## src/rtl/nf10_port_map_output_port_lookup_if.sv

```systemverilog
// nf10_port_map_output_port_lookup_if: AXI4-Stream bundle used on both sides of the lookup stage.
interface nf10_port_map_output_port_lookup_if #(
    parameter int DATA_WIDTH  = 256,
    parameter int TUSER_WIDTH = 128
);
    logic [DATA_WIDTH-1:0]   tdata;
    logic [DATA_WIDTH/8-1:0] tstrb;
    logic [TUSER_WIDTH-1:0]  tuser;
    logic                    tvalid;
    logic                    tready;
    logic                    tlast;
    modport master (output tdata, tstrb, tuser, tvalid, tlast, input tready);
    modport slave  (input tdata, tstrb, tuser, tvalid, tlast, output tready);
endinterface

```

## src/rtl/nf10_port_map_output_port_lookup.sv

```systemverilog
// nf10_port_map_output_port_lookup: rewrites the TUSER destination field from the one-hot source port
// using a writable map table (or fixed NIC pairing); packets without a destination are dropped.
module nf10_port_map_output_port_lookup #(
    parameter int C_M_AXIS_DATA_WIDTH  = 256,
    parameter int C_S_AXIS_DATA_WIDTH  = 256,
    parameter int C_M_AXIS_TUSER_WIDTH = 128,
    parameter int C_S_AXIS_TUSER_WIDTH = 128,
    parameter int NUM_PORTS            = 4,
    parameter int SRC_PORT_POS         = 16,
    parameter int DST_PORT_POS         = 24,
    parameter int FIFO_DEPTH_BITS      = 2,
    parameter int MODE                 = 0,
    localparam int PW = 2 * NUM_PORTS,
    localparam int AW = NUM_PORTS > 1 ? $clog2(NUM_PORTS) : 1
) (
    input  logic          AXI_ACLK,
    input  logic          AXI_RESETN,
    nf10_port_map_output_port_lookup_if.slave  s_axis,
    nf10_port_map_output_port_lookup_if.master m_axis,
    input  logic          MAP_WR_EN,
    input  logic [AW-1:0] MAP_WR_ADDR,
    input  logic [PW-1:0] MAP_WR_DATA,
    output logic [31:0]   ARP_COUNT,
    output logic [31:0]   IPV4_COUNT,
    output logic [31:0]   OSPF_COUNT,
    output logic [31:0]   DROP_COUNT
);
    localparam int DW = C_S_AXIS_DATA_WIDTH;
    localparam int UW = C_S_AXIS_TUSER_WIDTH;
    localparam int EW = 1 + UW + DW / 8 + DW;
    localparam int DEPTH = 1 << FIFO_DEPTH_BITS;
    localparam int CW = FIFO_DEPTH_BITS + 1;
    localparam logic [1:0] HEADER = 2'd0, FORWARD = 2'd1, DROP = 2'd2;
    localparam logic [PW-1:0] ONE = PW'(1);

    logic [EW-1:0]              mem [DEPTH];
    logic [FIFO_DEPTH_BITS-1:0] wr_ptr, rd_ptr;
    logic [CW-1:0]              count;
    logic                       ready_en, empty, nearly_full, wr, rd;
    logic [DW-1:0]              head_data;
    logic [DW/8-1:0]            head_strb;
    logic [UW-1:0]              head_user, out_user;
    logic                       head_last;
    logic [1:0]                 state, state_nxt;
    logic [PW-1:0]              map [NUM_PORTS];
    logic [PW-1:0]              src, dst;
    logic                       src_onehot, hs, hdr_fwd, hdr_drop, is_ip;

    // TREADY stays low until the first clock after reset release
    always_ff @(posedge AXI_ACLK or negedge AXI_RESETN)
        if (!AXI_RESETN) ready_en <= 1'b0;
        else ready_en <= 1'b1;

    assign empty         = count == '0;
    assign nearly_full   = count >= CW'(DEPTH - 1);
    assign s_axis.tready = ready_en & !nearly_full;
    assign wr            = s_axis.tvalid & s_axis.tready;
    assign {head_last, head_user, head_strb, head_data} = mem[rd_ptr];

    always_ff @(posedge AXI_ACLK)
        if (wr) mem[wr_ptr] <= {s_axis.tlast, s_axis.tuser, s_axis.tstrb, s_axis.tdata};

    always_ff @(posedge AXI_ACLK or negedge AXI_RESETN) begin
        if (!AXI_RESETN) begin
            wr_ptr <= '0;
            rd_ptr <= '0;
            count  <= '0;
        end else begin
            wr_ptr <= wr_ptr + FIFO_DEPTH_BITS'(wr);
            rd_ptr <= rd_ptr + FIFO_DEPTH_BITS'(rd);
            count  <= count + CW'(wr) - CW'(rd);
        end
    end

    assign src        = head_user[SRC_PORT_POS +: PW];
    assign src_onehot = (src != '0) && ((src & (src - ONE)) == '0);

    // even bit = MAC k, odd bit = CPU k; CPU traffic always returns to its own MAC
    always_comb begin
        dst = '0;
        for (int k = 0; k < NUM_PORTS; k++) begin
            if (src[2*k+1]) dst = ONE << (2 * k);
            if (src[2*k]) dst = (MODE != 0) ? ONE << (2 * k + 1) : map[k];
        end
        if (!src_onehot) dst = '0;
    end

    always_comb begin
        out_user = head_user;
        if (state == HEADER) out_user[DST_PORT_POS +: PW] = dst;
    end

    assign m_axis.tvalid = !empty & ((state == FORWARD) | ((state == HEADER) & (dst != '0)));
    assign m_axis.tdata  = C_M_AXIS_DATA_WIDTH'(head_data);
    assign m_axis.tstrb  = (C_M_AXIS_DATA_WIDTH / 8)'(head_strb);
    assign m_axis.tuser  = C_M_AXIS_TUSER_WIDTH'(out_user);
    assign m_axis.tlast  = head_last;

    assign hs       = m_axis.tvalid & m_axis.tready;
    assign hdr_fwd  = (state == HEADER) & hs;
    assign hdr_drop = (state == HEADER) & !empty & (dst == '0);
    assign rd       = hs | hdr_drop | ((state == DROP) & !empty);

    // a dropped header is popped immediately; the rest of the packet is drained in DROP
    assign state_nxt = hdr_drop ? (head_last ? HEADER : DROP) :
                       hs ? (head_last ? HEADER : FORWARD) :
                       ((state == DROP) && !empty && head_last) ? HEADER : state;

    always_ff @(posedge AXI_ACLK or negedge AXI_RESETN)
        if (!AXI_RESETN) state <= HEADER;
        else state <= state_nxt;

    always_ff @(posedge AXI_ACLK or negedge AXI_RESETN) begin
        if (!AXI_RESETN) begin
            for (int k = 0; k < NUM_PORTS; k++)
                map[k] <= ((k ^ 1) < NUM_PORTS) ? ONE << (2 * (k ^ 1)) : '0;
        end else if (MAP_WR_EN) begin
            map[MAP_WR_ADDR] <= MAP_WR_DATA;
        end
    end

    assign is_ip = head_data[159:144] == 16'h0800;

    always_ff @(posedge AXI_ACLK or negedge AXI_RESETN) begin
        if (!AXI_RESETN) begin
            ARP_COUNT  <= '0;
            IPV4_COUNT <= '0;
            OSPF_COUNT <= '0;
            DROP_COUNT <= '0;
        end else begin
            if (hdr_drop) DROP_COUNT <= DROP_COUNT + 32'd1;
            if (hdr_fwd && head_data[159:144] == 16'h0806) ARP_COUNT <= ARP_COUNT + 32'd1;
            if (hdr_fwd && is_ip && head_data[143:140] == 4'd4) IPV4_COUNT <= IPV4_COUNT + 32'd1;
            if (hdr_fwd && is_ip && head_data[71:64] == 8'd89) OSPF_COUNT <= OSPF_COUNT + 32'd1;
        end
    end
endmodule

```

## src/flat_wrapper.sv

```systemverilog
// flat-port wrapper written by rule: the top's interface ports become plain ports
module nf10_port_map_output_port_lookup_flat 
#(
    parameter int C_M_AXIS_DATA_WIDTH  = 256,
    parameter int C_S_AXIS_DATA_WIDTH  = 256,
    parameter int C_M_AXIS_TUSER_WIDTH = 128,
    parameter int C_S_AXIS_TUSER_WIDTH = 128,
    parameter int NUM_PORTS            = 4,
    parameter int SRC_PORT_POS         = 16,
    parameter int DST_PORT_POS         = 24,
    parameter int FIFO_DEPTH_BITS      = 2,
    parameter int MODE                 = 0,
    localparam int PW = 2 * NUM_PORTS,
    localparam int AW = NUM_PORTS > 1 ? $clog2(NUM_PORTS) : 1
)
  (AXI_ACLK, AXI_RESETN, MAP_WR_EN, MAP_WR_ADDR, MAP_WR_DATA, ARP_COUNT, IPV4_COUNT, OSPF_COUNT, DROP_COUNT, s_axis_tdata, s_axis_tstrb, s_axis_tuser, s_axis_tvalid, s_axis_tlast, s_axis_tready, m_axis_tdata, m_axis_tstrb, m_axis_tuser, m_axis_tvalid, m_axis_tlast, m_axis_tready);
  nf10_port_map_output_port_lookup_if #(.DATA_WIDTH(256), .TUSER_WIDTH(128)) s_axis_i ();
  nf10_port_map_output_port_lookup_if #(.DATA_WIDTH(256), .TUSER_WIDTH(128)) m_axis_i ();
  input  logic AXI_ACLK;
  input  logic AXI_RESETN;
  input  logic MAP_WR_EN;
  input  logic [AW-1:0] MAP_WR_ADDR;
  input  logic [PW-1:0] MAP_WR_DATA;
  output logic [31:0] ARP_COUNT;
  output logic [31:0] IPV4_COUNT;
  output logic [31:0] OSPF_COUNT;
  output logic [31:0] DROP_COUNT;
  input wire logic [$bits(s_axis_i.tdata)-1:0] s_axis_tdata;
  input wire logic [$bits(s_axis_i.tstrb)-1:0] s_axis_tstrb;
  input wire logic [$bits(s_axis_i.tuser)-1:0] s_axis_tuser;
  input wire logic [$bits(s_axis_i.tvalid)-1:0] s_axis_tvalid;
  input wire logic [$bits(s_axis_i.tlast)-1:0] s_axis_tlast;
  output wire logic [$bits(s_axis_i.tready)-1:0] s_axis_tready;
  output wire logic [$bits(m_axis_i.tdata)-1:0] m_axis_tdata;
  output wire logic [$bits(m_axis_i.tstrb)-1:0] m_axis_tstrb;
  output wire logic [$bits(m_axis_i.tuser)-1:0] m_axis_tuser;
  output wire logic [$bits(m_axis_i.tvalid)-1:0] m_axis_tvalid;
  output wire logic [$bits(m_axis_i.tlast)-1:0] m_axis_tlast;
  input wire logic [$bits(m_axis_i.tready)-1:0] m_axis_tready;
  assign s_axis_i.tdata = s_axis_tdata;
  assign s_axis_i.tstrb = s_axis_tstrb;
  assign s_axis_i.tuser = s_axis_tuser;
  assign s_axis_i.tvalid = s_axis_tvalid;
  assign s_axis_i.tlast = s_axis_tlast;
  assign s_axis_tready = s_axis_i.tready;
  assign m_axis_tdata = m_axis_i.tdata;
  assign m_axis_tstrb = m_axis_i.tstrb;
  assign m_axis_tuser = m_axis_i.tuser;
  assign m_axis_tvalid = m_axis_i.tvalid;
  assign m_axis_tlast = m_axis_i.tlast;
  assign m_axis_i.tready = m_axis_tready;
  nf10_port_map_output_port_lookup #(.C_M_AXIS_DATA_WIDTH(C_M_AXIS_DATA_WIDTH), .C_S_AXIS_DATA_WIDTH(C_S_AXIS_DATA_WIDTH), .C_M_AXIS_TUSER_WIDTH(C_M_AXIS_TUSER_WIDTH), .C_S_AXIS_TUSER_WIDTH(C_S_AXIS_TUSER_WIDTH), .NUM_PORTS(NUM_PORTS), .SRC_PORT_POS(SRC_PORT_POS), .DST_PORT_POS(DST_PORT_POS), .FIFO_DEPTH_BITS(FIFO_DEPTH_BITS), .MODE(MODE)) u_core (.AXI_ACLK(AXI_ACLK), .AXI_RESETN(AXI_RESETN), .s_axis(s_axis_i), .m_axis(m_axis_i), .MAP_WR_EN(MAP_WR_EN), .MAP_WR_ADDR(MAP_WR_ADDR), .MAP_WR_DATA(MAP_WR_DATA), .ARP_COUNT(ARP_COUNT), .IPV4_COUNT(IPV4_COUNT), .OSPF_COUNT(OSPF_COUNT), .DROP_COUNT(DROP_COUNT));
endmodule
```

## config.mk

```make
export PLATFORM = sky130hd
export DESIGN_NAME = nf10_port_map_output_port_lookup_flat
export DESIGN_NICKNAME = d
export VERILOG_FILES = /design/src/rtl/nf10_port_map_output_port_lookup_if.sv /design/src/rtl/nf10_port_map_output_port_lookup.sv /design/src/flat_wrapper.sv
export SDC_FILE = /design/constraint.sdc
export NUM_CORES = 1
export LEC_CHECK = 0
export CAP_MARGIN = 20
export CORE_AREA = 2 2 378 380
export CTS_BUF_LIST = sky130_fd_sc_hd__clkbuf_16
export CTS_CLUSTER_DIAMETER = 200
export DETAILED_ROUTE_END_ITERATION = 8
export DIE_AREA = 0 0 380 382
export PLACE_DENSITY = 0.69
export SYNTH_ARGS = -nofsm -noshare
export SYNTH_HDL_FRONTEND = slang
export SYNTH_SLANG_ARGS = --single-unit
```

## constraint.sdc

```tcl
create_clock -name AXI_ACLK -period 86.2 [get_ports AXI_ACLK]
set_input_delay 17.24 -clock AXI_ACLK [delete_from_list [all_inputs] [get_ports AXI_ACLK]]
set_output_delay 17.24 -clock AXI_ACLK [all_outputs]
set_load 0.03 [all_outputs]
```

**After elaboration in Yosys (flattened, before gate mapping)**

Memory sizes are Yosys's and may differ from the RTL's.
Cells that the tools add are included.

- Reductions and logical operators: 17
- Mux-type cells: 20
- Shifts and indexed selects: 0
- Equal/unequal tests: 6
- Divide/modulo/power cells: 0
- Multipliers: 0
- Order comparisons: 3
- Add/subtract/negate cells: 9
- Bitwise logic cells: 14

Operators by type and width:

| cell | count |
|---|---|
| $add A32 B1 Y32 const B | 4 |
| $mux W8 | 10 |
| $bwmux W32 | 1 |
| $eq A16 B12 Y1 const B | 2 |
| $demux W8 S2 | 1 |
| $logic_not A8 Y1 | 2 |
| $reduce_bool A8 Y1 | 2 |
| $and A1 B1 Y1 | 9 |
| $and A8 B8 Y8 | 1 |
| $eq A8 B7 Y1 const B | 1 |
| $logic_and A1 B1 Y1 | 8 |
| $mux W2 | 4 |
| $sub A8 B1 Y8 const B | 1 |
| $add A2 B1 Y2 | 2 |
| $eq A4 B3 Y1 const B | 1 |
| $mux W1 | 4 |
| $add A3 B1 Y3 | 1 |
| $ge A3 B2 Y1 const B | 1 |
| $ge A3 B3 Y1 const B | 1 |
| $logic_not A3 Y1 | 1 |
| $lt A3 B1 Y1 const B | 1 |
| $not A2 Y3 | 1 |
| $or A1 B1 Y1 | 3 |
| $reduce_bool A3 Y1 | 1 |
| other kinds (5) | 6 |

- Bits of input ports: 432
- Bits in read-only memories: 0
- Flip-flop bits (word level): 170
- Logic and storage cells: 83
- Memories: 1
- Latch bits: 0
- Memory bits (writable): 1668
- Output and inout bits: 547

Memories:

| name | depth | width | read ports | clocked after memory_dff | wr ports | line | RTL |
|---|---|---|---|---|---|---|---|
| u_core.mem | 4 | 417 | 1 | 0 | 1 | nf10_port_map_output_port_lookup.sv:36 | `logic [EW-1:0] mem [DEPTH];` |

**Logic depth before layout (Yosys ltp)**

An unclocked memory read counts as a cell.

- Word-level depth: 18
- Mapped depth: 17
- Mapped depth without buffers: 14

**Worst setup path before layout**

OpenSTA, ideal clock, no wires.

- Path type: input port to flip-flop
- Start: in s_axis_tvalid
- End: mem u_core.mem[0][0] (netlist bit), enable pin
- Setup slack: 36.894 ns
- Data arrival time: 47.514 ns
- Buffers on the path: 0
- Cell stages on the path: 2
- Required time: 84.409 ns
- Path through: and2_0 nor3b_1

- Cells in the longest elaborated chain, start to end: 3

Ends and longest elaborated chain:

| what | line | RTL |
|---|---|---|
| start: declaration | flat_wrapper.sv:31 | `input wire logic [$bits(s_axis_i.tvalid)-1:0] s_axis_tvalid;` |
| $and A1 B1 Y1 | nf10_port_map_output_port_lookup.sv:57 | `assign wr = s_axis.tvalid & s_axis.tready;` |
| $mux W1 | nf10_port_map_output_port_lookup.sv:61 | `if (wr) mem[wr_ptr] <= {s_axis.tlast, s_axis.tuser, s_axis.tstrb, s_axis.tdata};` |
| $mux W1 (not written as such) | nf10_port_map_output_port_lookup.sv:61 |  |
| end: declaration | nf10_port_map_output_port_lookup.sv:36 |  |

No other way between the ends.

**Worst setup path in the final report**

- Start: reg u_core.rd_ptr[1]
- End: out m_axis_tvalid

- Cells in the longest elaborated chain, start to end: 14
- Elaborated cells between the ends (all ways): 19
- Those cells by class: add/sub (1); mux (9); bitwise (4); reduce/logical (4); memory (1)

Ends and longest elaborated chain:

| what | line | RTL |
|---|---|---|
| start: declaration | nf10_port_map_output_port_lookup.sv:37 | `logic [FIFO_DEPTH_BITS-1:0] wr_ptr, rd_ptr;` |
| start signal: assignment | nf10_port_map_output_port_lookup.sv:70 | `rd_ptr <= rd_ptr + FIFO_DEPTH_BITS'(rd);` |
| $mem_v2 Z4 W417 (*) | n/a |  |
| branches (longest 8 deep; another with $sub A8 B1 Y8) | n/a |  |
| $mux W8 (*) | nf10_port_map_output_port_lookup.sv:85 | `if (!src_onehot) dst = '0;` |
| $reduce_bool A8 Y1 (*) | nf10_port_map_output_port_lookup.sv:93 | `assign m_axis.tvalid = !empty & ((state == FORWARD) \| ((state == HEADER) & (dst != '0)));` |
| $and A1 B1 Y1 (*) | nf10_port_map_output_port_lookup.sv:93 |  |
| $or A1 B1 Y1 (*) | nf10_port_map_output_port_lookup.sv:93 |  |
| $and A1 B1 Y1 (*) | nf10_port_map_output_port_lookup.sv:93 |  |
| end: declaration | flat_wrapper.sv:37 | `output wire logic [$bits(m_axis_i.tvalid)-1:0] m_axis_tvalid;` |

Every way passes the cells marked *.

==> summary.txt <==
Synthesis
  – Yosys top cell area share: 73.1%
  – Number of synthesized flops with an enable pin: 1668
  – Yosys warning count: 0
  – Synth unique cells: 72
  – Top FF cell, synth: edfxtp_1
  – Synthesized area: 68500 µm²
  – Cell taking the most area after synthesis: edfxtp_1
  – Synth top area cells: edfxtp_1 (73%), mux4_2 (13%), dfrtp_1 (6.1%)
  – Synthesized area per cell: 23.1 µm²
  – Share of synthesized registers carrying an async set or reset: 9.25%
  – Synth Net Count: 3411
  – Post-synthesis register bit count: 1838
  – Syn Inst Count: 2969
  – Post-synthesis sequential area ratio: 79.3%

Critical path
  – WP data required: 68960 ps
  – Path depth of the worst reg2reg path: 10
  – CP Max Fanout: 61
  – Worst path arrival time: 5410 ps
  – Crit path kind: reg2out
  – Crit. End Element: primary output
  – Critical Path Source Type: flip-flop

Finish
  – Filler cell count: 9891
  – Most common cell after layout, fill and taps aside: edfxtp_1
  – Commonest non-fill, non-tap cells in the layout: edfxtp_1 (1668), clkdlybuf4s50_1 (977), mux4_2 (408), clkbuf_16 (185), dfrtp_1 (164)
  – Post-layout instance area: 86200 µm²
  – Syn-to-layout area delta: 25.8%
  – Footprint of the multi-input gates: 13500 µm²
  – Register area: 54400 µm²
  – Fin nets: 4500
  – Layout cells sized above 1: 18.4%

Power
  – Final Power: 0.00274 W
  – Power per cell area: 31.8 nW/µm²
  – Peak VDD IR: 24.3 µV
  – Static Leak: 28.6 nW

STA
  – Rel. slew slack: 20.3%
  – WHS: 464 ps
  – Worst-margin pin slew: 1200 ps
  – Count of pins over their slew limit: 0
  – Final Cycle Share: 26.3%
  – Minimum clock period: 22650 ps
  – Clk_skew: 50.4 ps
  – Max Freq: 0.0442 GHz
  – Final Setup Violations: 0
  – Setup Total Neg Slack: 0 ps
  – RSZ-0062 raised after global routing: no
  – Final Hold Viols: 0

Clock tree
  – TritonCTS buffer count: 184
  – Htree depth: 4
  – Root Driver: clkbuf_16
  – Setup Buffers After CTS: 0
  – TritonCTS clock tree: built
  – Post-CTS sizing: 0
  – Sink Count: 1838
  – # hold bufs at CTS: 0
  – Clock transition at path regs: 60 ps
  – Clock Latency Late Sink: 800 ps
  – Max clock buf depth: 3

Placement
  – Port bufs: 978
  – DP Wirelength: 109000 µm
  – Placed inst area: 80600 µm²
  – GP Congestion: 0.833

GRT
  – Vias in the first global route: 34500
  – GR Util All Layers: 22.3%
  – First-pass GRT wire length: 237000 µm
  – Largest net degree at the start of global routing: 147
  – Grt ovf: 0
  – Initial antenna violation count: 66

Routing
  – 1st-pass router iterations: 5
  – Routed vias/inst: 5.52
  – Detailed Route Iter0 Violations: 2284
  – Residual DRC: 0
  – WL per Instance: 26.8 µm
  – Post-DRT Antenna Nets: 0
  – Total wire length: 164000 µm
  – Via count: 33800

Floorplanning
  – Io pins: 979
  – Die Wd: 380 µm
  – Die height: 382 µm
  – Row cnt: 138
  – Starting Density: 48.6%
  – Core area: 141000 µm²
  – Total Die Area: 145000 µm²

Job
  – MaxCap Viol Count: 0

Hold path
  – Hold Path Class: reg2reg
  – Min-Delay Path Depth: 1

Outcome
  – Status: complete, no violations
worst paths after layout:
kind                                                    from  slack, ps                           endpoint
min in group asynchronous                         AXI_RESETN      16510  u_core.IPV4_COUNT[18]$_DFFE_PN0P_
max                               u_core.rd_ptr[1]$_DFF_PN0_      63550                      m_axis_tvalid
min                        u_core.IPV4_COUNT[31]$_DFFE_PN0P_        460  u_core.IPV4_COUNT[31]$_DFFE_PN0P_
max in group asynchronous                         AXI_RESETN      68500         u_core.rd_ptr[1]$_DFF_PN0_
min reg2reg                u_core.IPV4_COUNT[31]$_DFFE_PN0P_        460  u_core.IPV4_COUNT[31]$_DFFE_PN0P_
max reg2reg                        u_core.count[1]$_DFF_PN0_      80410        u_core.mem[1][92]$_DFFE_PP_
cell families after synthesis:
| group | after synthesis | share of synthesized area (%) |
|---|---|---|
| buffers and inverters | 161 | 1.02 |
| muxes | 455 | 14.4 |
| DFF | 1838 | 79.3 |
| AOI/OAI and AO/OA | 50 | 0.670 |
| xor gates and xnor gates | 127 | 1.62 |
| other | 1 | 0.00547 |
| and+or+nand+nor | 326 | 2.80 |
| adders and majority gates | 11 | 0.208 |
cell type report:
| type | instances | area share [%] |
|---|---|---|
| antenna | 28 | 0.0813 |
| clock buffer | 185 | 5.37 |
| clock inverter | 146 | 1.06 |
| inverter | 45 | 0.196 |
| multi-input combinational | 970 | 15.7 |
| sequential | 1838 | 63.1 |
| tap | 1890 | 2.74 |
| timing repair buffer | 1019 | 11.8 |
synthesized netlist by cell type, types with 3 or more instances:
cell and count:
clkbuf_1 53, mux2_2 37, or4_1 3, edfxtp_1 1668, dfrtp_1 166, and3_1 8
or3_1 5, nor3_1 55, mux4_1 9, nand3_1 29, nor2_1 45, a22oi_1 6
nand4_1 24, and4_1 8, a21oi_1 6, nor4_2 14, nor2b_1 5, xnor2_1 43
o31ai_1 8, o2111ai_2 4, buf_6 10, buf_2 11, nor4_1 26, mux4_2 408
or2_2 5, buf_1 41, and2_1 5, nand2_1 65, ha_1 9, inv_1 45
o21ai_0 6, nor4_4 4, nor3b_1 5, dfstp_2 4, xor2_1 84
per-stage QoR:
| step | utilization [%] | cells | setup slack, ps |
|---|---|---|---|
| floorplan | - | 2969 | 36890 |
| global placement | 57.2 | 5761 | 63350 |
| detailed placement | 57.2 | 5761 | 63370 |
| CTS | 61.1 | 6092 | 63430 |
| global route | 61.2 | 6112 | 63300 |
| finish | 61.2 | 6121 | 63550 |
critical path, cell delays in order, from the launching register on:
cell and delay [ps]:
dfrtp_4 800, buf_4 780, mux4_2 630, or4_1 670
o221a_2 390, nand4_4 250, o21ai_0 150, nor2_1 190
clkdlybuf4s50_1 700
layer usage:
metal	wire [µm]	track usage (%)	part of all wire, %
met1	59600	26.2	36
met2	85000	37.9	52
met3	13900	8.24	8.5
met4	4850	8.08	3.0
met5	368	0	0.22
flip-flops by register name, summed over array words and instances (netlist names):
name / flops
u_core.mem: 1668
u_core.IPV4_COUNT: 32
u_core.DROP_COUNT: 32
u_core.wr_ptr: 2
u_core.ARP_COUNT: 32
u_core.state: 2
u_core.map: 32
u_core.count: 3
u_core.rd_ptr: 2
u_core.ready_en: 1
u_core.OSPF_COUNT: 32
power by group:
group	total, W	switching [W]	internal (W)
clock	0.000730	0.000328	0.000402
combinational	0.000951	0.000551	0.000399
sequential	0.00106	0.0000251	0.00104
total	0.00274	0.000904	0.00184
No activity file was read; power rests on OpenSTA's default activity.
